[src/rtl/fifo_buffer.sv]
// fifo_buffer: single-clock FIFO with count-based flags, sticky errors and optional FIFO_STATS_EN statistics
module fifo_buffer #(
  parameter int DEPTH        = 8,
  parameter int WIDTH        = 64,
  parameter int AF_LEVEL     = DEPTH - 2,
  parameter int AE_LEVEL     = 2,
  parameter int SAMPLE_CYCLE = 8,
  parameter int CW           = $clog2(DEPTH + 1)
) (
  input  logic             clk,
  input  logic             rst_n,
  input  logic [WIDTH-1:0] in,
  input  logic             produce,
  input  logic             consume,
  input  logic             clr_err,
  output logic [WIDTH-1:0] out,
  output logic             out_valid,
  output logic             full,
  output logic             empty,
  output logic             almost_full,
  output logic             almost_empty,
  output logic [CW-1:0]    count,
  output logic             overflow,
  output logic             underflow,
  output logic [CW-1:0]    peak_count,
  output logic [CW-1:0]    sample_count,
  output logic             sample_valid
);
  localparam int PW = $clog2(DEPTH);
  logic [WIDTH-1:0] mem [DEPTH];
  logic [PW-1:0] head, tail;
  logic wr_ok, rd_ok;
  assign full         = count == CW'(DEPTH);
  assign empty        = count == '0;
  assign almost_full  = int'(count) >= AF_LEVEL;
  assign almost_empty = int'(count) <= AE_LEVEL;
  // a write into a full FIFO is allowed only when a read frees a slot in the same cycle
  assign wr_ok = produce & (~full | consume);
  assign rd_ok = consume & ~empty;
  // storage is deliberately left unreset
  always_ff @(posedge clk)
    if (wr_ok) mem[tail] <= in;
  // pointers, occupancy, registered read port and sticky error flags
  always_ff @(posedge clk or negedge rst_n) begin
    if (!rst_n) begin
      head      <= '0;
      tail      <= '0;
      count     <= '0;
      out       <= '0;
      out_valid <= 1'b0;
      overflow  <= 1'b0;
      underflow <= 1'b0;
    end else begin
      if (wr_ok) tail <= tail == PW'(DEPTH - 1) ? '0 : tail + 1'b1;
      if (rd_ok) begin
        head <= head == PW'(DEPTH - 1) ? '0 : head + 1'b1;
        out  <= mem[head];
      end
      out_valid <= rd_ok;
      count     <= count + CW'(wr_ok) - CW'(rd_ok);
      overflow  <= (overflow & ~clr_err) | (produce & full & ~consume);
      underflow <= (underflow & ~clr_err) | (consume & empty);
    end
  end
`ifdef FIFO_STATS_EN
  localparam int SW = SAMPLE_CYCLE > 1 ? $clog2(SAMPLE_CYCLE) : 1;
  logic [SW-1:0] phase;
  logic last;
  assign last = phase == SW'(SAMPLE_CYCLE - 1);
  // running peak (restarted from the current count by clr_err) and periodic occupancy samples
  always_ff @(posedge clk or negedge rst_n) begin
    if (!rst_n) begin
      phase        <= '0;
      peak_count   <= '0;
      sample_count <= '0;
      sample_valid <= 1'b0;
    end else begin
      peak_count   <= (clr_err || count > peak_count) ? count : peak_count;
      phase        <= last ? '0 : phase + 1'b1;
      sample_valid <= last;
      if (last) sample_count <= count;
    end
  end
`ifdef SIM
  // log each sample as "count DEPTH"
  always @(posedge clk)
    if (sample_valid) $display("%0d %0d", sample_count, DEPTH);
`endif
`else
  assign peak_count   = '0;
  assign sample_count = '0;
  assign sample_valid = 1'b0;
`endif
endmodule
[config.mk]
export PLATFORM = sky130hd
export DESIGN_NAME = fifo_buffer
export DESIGN_NICKNAME = d
export VERILOG_FILES = /design/src/rtl/fifo_buffer.sv
export SDC_FILE = /design/constraint.sdc
export NUM_CORES = 1
export LEC_CHECK = 0
export BUFFER_PORTS_ARGS = -buffer_cell sky130_fd_sc_hd__buf_2
export CAP_MARGIN = 20
export CORE_MARGIN = 3
export CORE_UTILIZATION = 50
export CTS_BUF_LIST = sky130_fd_sc_hd__clkbuf_2 sky130_fd_sc_hd__clkbuf_4 sky130_fd_sc_hd__clkbuf_8
export DETAILED_ROUTE_END_ITERATION = 10
export PLACE_DENSITY = 0.74
export SYNTH_ARGS = -nofsm -noshare
export SYNTH_HDL_FRONTEND = slang
export SYNTH_SLANG_ARGS = --single-unit
[constraint.sdc]
create_clock -name clk -period 12.5 [get_ports clk]
set_input_delay 1.25 -clock clk [delete_from_list [all_inputs] [get_ports clk]]
set_output_delay 1.25 -clock clk [all_outputs]
set_load 0.02 [all_outputs]
==> run summary, run 1 <==
Status = finished clean
Net Switching = 0.002047 W
Type of the worst setup path = reg -> out
Routed wire length = 50640 µm
PD cells = 236.7 nW/µm²
Number of nets in the final layout = 1522
Number of port buffers = 143
Number of optimization iterations in the first detailed-route pass = 5
CTS sink cnt = 589
Count of buffering cells on the critical path with inverters included = 2
Overall die width = 221.2 µm
Worst Hold Path EP = out[57]
Number of antenna violations at the first check in global routing = 7
Half-perimeter wire length after detailed placement = 25480 µm
Final number of setup-violating endpoints = 0
Kind of launch point of the worst setup path = register
Count of fill cells added during filler insertion = 3379
Maximum net fanout on the critical path = 5
Die Height = 221.2 µm
Utilization after layout = 0.5773
Critical Path AT = 2.11 ns
Internal reg-to-reg setup slack = 9.20 ns
Grt ovf = 0
Gate family responsible for the most delay along the worst path = simple AND/OR/NAND/NOR gates
Number of standard cells after synthesis = 1256
Pin count of the biggest net entering global routing = 154
Hold bufs inserted after CTS = 0
Portion of the post-synthesis area used by sequential elements = 0.7470
Hold violation count in the final report = 0
Worst r2r path cells = 6
Area share of the largest cell type after synthesis = 0.6638
Critical path cell sequence = inv_1 > ha_1 > nor3b_4 > buf_2
Wire length of the first global-routing pass = 77510 µm
WHS Path Cells = 2
Fmax = 298.0 MHz
Flop and latch count out of synthesis = 589
Classification of the worst-slack hold path = reg -> reg
Critical R2R Capture = mem[3][45]
Crit path largest cell delay = 0.43 ns
Maximum clock insertion buffer count = 3
Netlist cell types = 37
Antenna Nets Post-Route = 0
Portion of the clock cycle consumed by the worst path in the final layout = 0.2685
Worst slew slack as a fraction of its limit = 0.2781
Clock Power Share = 0.262
Share of layout cells above drive strength 1 = 0.3522
Worst R2R Start = count[2]
Effective utilization at floorplan = 0.5082
Proportion of power drawn by flip-flops and latches = 0.437
Ys flop type = edfxtp_1
Clock edge transition at the registers on the reported setup and hold paths = 0.07 ns
Top cells by area in the synthesized netlist = edfxtp_1 (66%), dfrtp_1 (8.3%), mux2_2 (6.3%)
Multi-input combinational cell area = 5366 µm²
Placement Rows = 78
Proportion of power drawn by combinational gates = 0.300
Transition at the pin with the smallest max-transition slack = 1.083 ns
Number of global-route vias before repair = 12934
Async set-reset flop share out of synthesis = 0.1307
Total Neg Setup Slack = 0 ns
Synth area leader = edfxtp_1
Launch point of the worst hold path = out[57]
Overall track demand over capacity in global routing = 0.2067
H-tree depth = 3
Critical Path Sink Type = primary output
Via count of the routed design = 12191
I/O pin count = 153
Area grow syn2layout = 13.59%
CP max-delay cell = nor3b_4
Netlist Area Pre-Place = 23160 µm²
Core ar. = 45580 µm²
Leak Pwr = 9.459 nW
Yosys warning count = 0
TritonCTS Buffers = 92
VDD IR max = 0.1655 mV
Routability congestion estimate from global placement = 0.7238
Average cell area after synthesis = 18.44 µm²
Avg Vias per Cell = 5.745
CTS tree = built
Unrepaired setup endpoints after global routing = false
Data required time of the worst path = 11.25 ns
Post-synth EDFFs = 512
Logic depth of the worst path, buffers included = 4
Switching fraction of total power = 0.3287
Clk_lat worst skew = 0.65 ns
Count of routing violations after the opening detailed-route iteration = 768
Most instantiated cells after synthesis = edfxtp_1 (512), mux2_2 (130), mux2i_1 (128)
Die area = 48940 µm²
Register cell area after layout = 17310 µm²
Post-detailed-route DRC marker count = 0
Cells resized by post-CTS repair = 0
Reported max-cap violation count = 0
Final setup skew = 0.02483 ns
Cell with the most instances after synthesis = edfxtp_1
Internal power summed over all cells = 0.004181 W
Max Slew Vio Count = 0
Drt wl/cell = 23.86 µm
Post-CTS setup buffer count = 0
Final min period = 3.356 ns
Buffer cell driving the clock tree root = clkbuf_8
[sequential cells by signal (all words and copies together), names as in the netlist]
name	flops
tail	3
head	3
underflow	1
overflow	1
count	4
out_valid	1
mem	512
out	64
[worst min-delay path: cells and delay by family, from the launching register on]
kind / cells / cell delay (ns)
DFF: 1 / 0.33
AOI/OAI and AO/OA: 2 / 0.15
[cell type report]
class                      instances  share of cell area
inverter                          12            0.001712
clock buffer                     140             0.06610
antenna                            3           0.0002853
timing repair buffer             167             0.03462
clock inverter                    33            0.007038
sequential                       589              0.6577
multi-input combinational        578              0.2040
tap                              600             0.02853
[kinds of logic after synthesis]
| group | synth area share |
|---|---|
| compound gates | 0.09129 |
| fa+ha+maj | 0.007346 |
| buf+inv | 0.02620 |
| flops | 0.7470 |
| mux | 0.1200 |
| xor+xnor | 0.0007564 |
| simple gates | 0.007292 |
| other cells | 0.0001619 |
[stage by stage]
step / std cells / total power (W) / hold slack, ns / setup slack [ns] / instance area [µm²]
global placement: 1946 / 0.004584 / 0.5007 / 8.553 / 24380
finish: 2122 / 0.006228 / 0.5261 / 9.144 / 26310
CTS: 2119 / 0.006287 / 0.5289 / 9.082 / 26300
floorplan: 1264 / 0.004130 / 0.5475 / 4.337 / 23190
global route: 2119 / 0.006528 / 0.5436 / 8.993 / 26300
detailed placement: 1946 / 0.004647 / 0.5148 / 8.521 / 24380
[placed cells by master (no fill, tap or decap), types with 15 or more instances in the layout]
cell type	synthesis	layout
dfrtp_1	77	76
a22o_1	65	65
mux2_2	130	130
o21ai_0	67	67
o31ai_2	62	62
buf_2	7	142
clkinv_1	0	15
clkbuf_4	0	30
o22ai_1	65	65
edfxtp_1	512	512
clkbuf_8	0	110
mux2i_1	128	128
buf_4	28	24
[power groups by stage]
stage                     combinational (W)  clock, W  sequential, W
after detailed placement            0.00188         0        0.00276
final                               0.00187   0.00163        0.00272
after floorplan                     0.00129         0        0.00284
after CTS                           0.00189   0.00167        0.00273
after global placement              0.00184         0        0.00275
after global routing                0.00201   0.00176        0.00276
[metal layers]
layer	up-vias	share of wire	track usage
met3	78	0.060	0.05054
met5	-	0.0014	0
li1	5405	-	-
met4	12	0.019	0.06980
met2	381	0.49	0.3369
met1	6315	0.43	0.2753
[worst max path at each step]
stage / startpoint / to / slack [ns]
2_1_floorplan: consume / mem[0][0] / 4.34
3_3_place_gp: consume / mem[3][6] / 8.55
3_5_place_dp: consume / mem[3][7] / 8.52
4_1_cts: count[3] / empty / 9.08
5_1_grt: count[2] / mem[3][45] / 8.99
6_report: count[3] / empty / 9.14
No activity file was read; power rests on OpenSTA's default activity.
==> run 2, diff against run 1 <==
==> constraint.sdc (replaced) <==
create_clock -name clk -period 3.18 [get_ports clk]
set_input_delay 0.318 -clock clk [delete_from_list [all_inputs] [get_ports clk]]
set_output_delay 0.318 -clock clk [all_outputs]
set_load 0.02 [all_outputs]
==> run summary, run 2 (synthesis gave the netlist of run 1 again) <==
Final number of setup-violating endpoints = 0 (unchanged)
PD cells = 916.7 nW/µm² (+290%)
Post-detailed-route DRC marker count = 0 (unchanged)
Avg Vias per Cell = 5.671 (-1.3%)
Post-route standard cell area excluding fillers = 27330 µm² (+3.9%)
Count of fill cells added during filler insertion = 3319 (-1.8%)
Effective utilization at floorplan = 0.5082 (unchanged)
Leading registers by flop count = mem: 512 flops, out: 64 flops, count: 4 flops
I/O pin count = 153 (unchanged)
Status = finished clean
Post-CTS setup buffer count = 0 (unchanged)
Number of global-route vias before repair = 13074 (+1.1%)
Via count of the routed design = 12443 (+2.1%)
Die area = 48940 µm² (unchanged)
Critical Path Sink Type = primary output
Unrepaired setup endpoints after global routing = false
Worst r2r path cells = 10 (+4)
Wire length of the first global-routing pass = 79050 µm (+2.0%)
Leak Pwr = 9.900 nW (+4.7%)
Top reg by flops = mem
Critical R2R Capture = count[2]
Fmax = 355.1 MHz
Final setup skew = 0.01413 ns (-0.01071 ns)
Classification of the worst-slack hold path = in -> reg
Grt ovf = 0 (unchanged)
CTS sink cnt = 589 (unchanged)
Post-layout total power = 0.02505 W (+300%)
Clock edge transition at the registers on the reported setup and hold paths = 0.06 ns (about the same)
Max Slew Vio Count = 0 (unchanged)
Placed Instance Area = 24660 µm² (+1.1%)
Data required time of the worst path = 2.86 ns (-8.39 ns)
Transition at the pin with the smallest max-transition slack = 1.049 ns (-0.03433 ns)
CTS tree = built
Number of nets in the final layout = 1598 (+5.0%)
Hold violation count in the final report = 0 (unchanged)
Half-perimeter wire length after detailed placement = 26530 µm (+4.1%)
Die Height = 221.2 µm (unchanged)
Area grow syn2layout = 17.98%
Maximum net fanout on the critical path = 67 (+62)
Pin count of the biggest net entering global routing = 68 (-56%)
TritonCTS Buffers = 92 (unchanged)
VDD IR max = 0.4633 mV (+180%)
Reported max-cap violation count = 0 (unchanged)
Portion of the clock cycle consumed by the worst path in the final layout = 0.8856
Internal reg-to-reg setup slack = 0.67 ns (-8.53 ns)
Worst R2R Start = count[2]
Final min period = 2.816 ns
Clk_lat worst skew = 0.65 ns (about the same)
Overall track demand over capacity in global routing = 0.2099 (+0.003172)
Critical Path AT = 2.50 ns (+0.39 ns)
Core ar. = 45580 µm² (unchanged)
Number of optimization iterations in the first detailed-route pass = 5 (unchanged)
Buffer cell driving the clock tree root = clkbuf_8
Antenna Nets Post-Route = 0 (unchanged)
Maximum clock insertion buffer count = 3 (unchanged)
Number of port buffers = 143 (unchanged)
Leading cell type in the layout, fill and taps excluded = edfxtp_1
Worst Hold Path EP = tail[0]
Commonest non-fill, non-tap cells in the layout = edfxtp_1 (512), buf_2 (142), mux2_2 (130), mux2i_1 (128), clkbuf_8 (106)
Number of antenna violations at the first check in global routing = 3 (-4)
Overall die width = 221.2 µm (unchanged)
Kind of launch point of the worst setup path = register
Worst slew slack as a fraction of its limit = 0.3004 (+0.02226)
Largest register FFs = 512 (unchanged)
Type of the worst setup path = reg -> out
H-tree depth = 3 (unchanged)
WHS Path Cells = 3 (+1)
Placement Rows = 78 (unchanged)
Drt wl/cell = 23.38 µm (-2.0%)
Routed wire length = 51290 µm (+1.3%)
Count of routing violations after the opening detailed-route iteration = 950 (+24%)
Utilization after layout = 0.5996 (+0.02229)
Share of layout cells above drive strength 1 = 0.3484 (-0.003806)
Routability congestion estimate from global placement = 0.7277 (+0.54%)
Launch point of the worst hold path = produce
[run 2: changes by cell type in the layout (fill, tap and decap cells not counted), moves of 6 or more]
| cell | previous run | this run |
|---|---|---|
| clkbuf_4 | 30 | 46 |
| buf_4 | 24 | 18 |
| clkinv_1 | 15 | 4 |
| buf_12 | 1 | 14 |
| dlygate4sd3_1 | 0 | 68 |
[run 2: worst max path at each step]
| stage | slack, ns | endpoint | cells past startpoint | startpoint |
|---|---|---|---|---|
| after detailed placement | 0.66 | count[2] | 10 | count[2] |
| after floorplan | -0.77 | mem[6][0] | 5 | count[2] |
| after CTS | 0.09 | empty | 5 | count[3] |
| after global placement | 0.71 | count[2] | 10 | count[2] |
| final | 0.36 | empty | 5 | count[3] |
| after global routing | 0.22 | empty | 5 | count[3] |
[run 2: critical path, cell delays in order (launching register included)]
cell and delay (ns):
dfrtp_1 0.41, inv_1 0.13, ha_1 0.20, nor3b_4 0.22, buf_6 0.57, buf_2 0.29
[run 2: through the flow]
stage / setup WS, ns / setup TNS [ns] / std cells / hold WS [ns]
after global placement: 0.7112 / 0 / 1954 / 0.4959
after CTS: 0.08572 / 0 / 2193 / 0.1087
after detailed placement: 0.6589 / 0 / 1954 / 0.5004
after floorplan: -0.7720 / -186.91 / 1264 / 0.02241
final: 0.3639 / 0 / 2194 / 0.1486
after global routing: 0.2155 / 0 / 2193 / 0.1276
[run 2: metal layers]
layer | share of wire | GRT usage | up-vias
met5 | 0.00045 | 0 | -
li1 | - | - | 5550
met1 | 0.42 | 0.2833 | 6370
met4 | 0.020 | 0.06045 | 4
met2 | 0.50 | 0.3484 | 422
met3 | 0.063 | 0.04431 | 97
[run 2: where the power goes]
part | internal [W] | leakage, nW | switching [W] | total (W)
registers | 0.00994 | 5.57 | 0.000793 | 0.0107
logic | 0.00313 | 3.27 | 0.00453 | 0.00765
clock network | 0.00383 | 1.06 | 0.00283 | 0.00666
total | 0.0169 | 9.90 | 0.00815 | 0.0250
[run 2: repair_timing]
| action | 4_1_cts | 5_1_grt |
|---|---|---|
| hold buffers | 68 | 0 |
| hold endpoints to repair | 565 | 0 |
| setup endpoints to repair | 0 | 1 |
| resized for setup | 0 | 1 |
[run 2: cell type report]
class	instances	area (µm²)	area share
diodes	1	2.502	0.00009158
well taps	600	750.7	0.02747
inverters	12	45.04	0.001648
clock buffers	152	1804	0.06603
multi-input cells	578	5421	0.1984
flip-flops and latches	589	17310	0.6333
repair buffers	243	1818	0.06653
clock inverters	19	177.7	0.006502
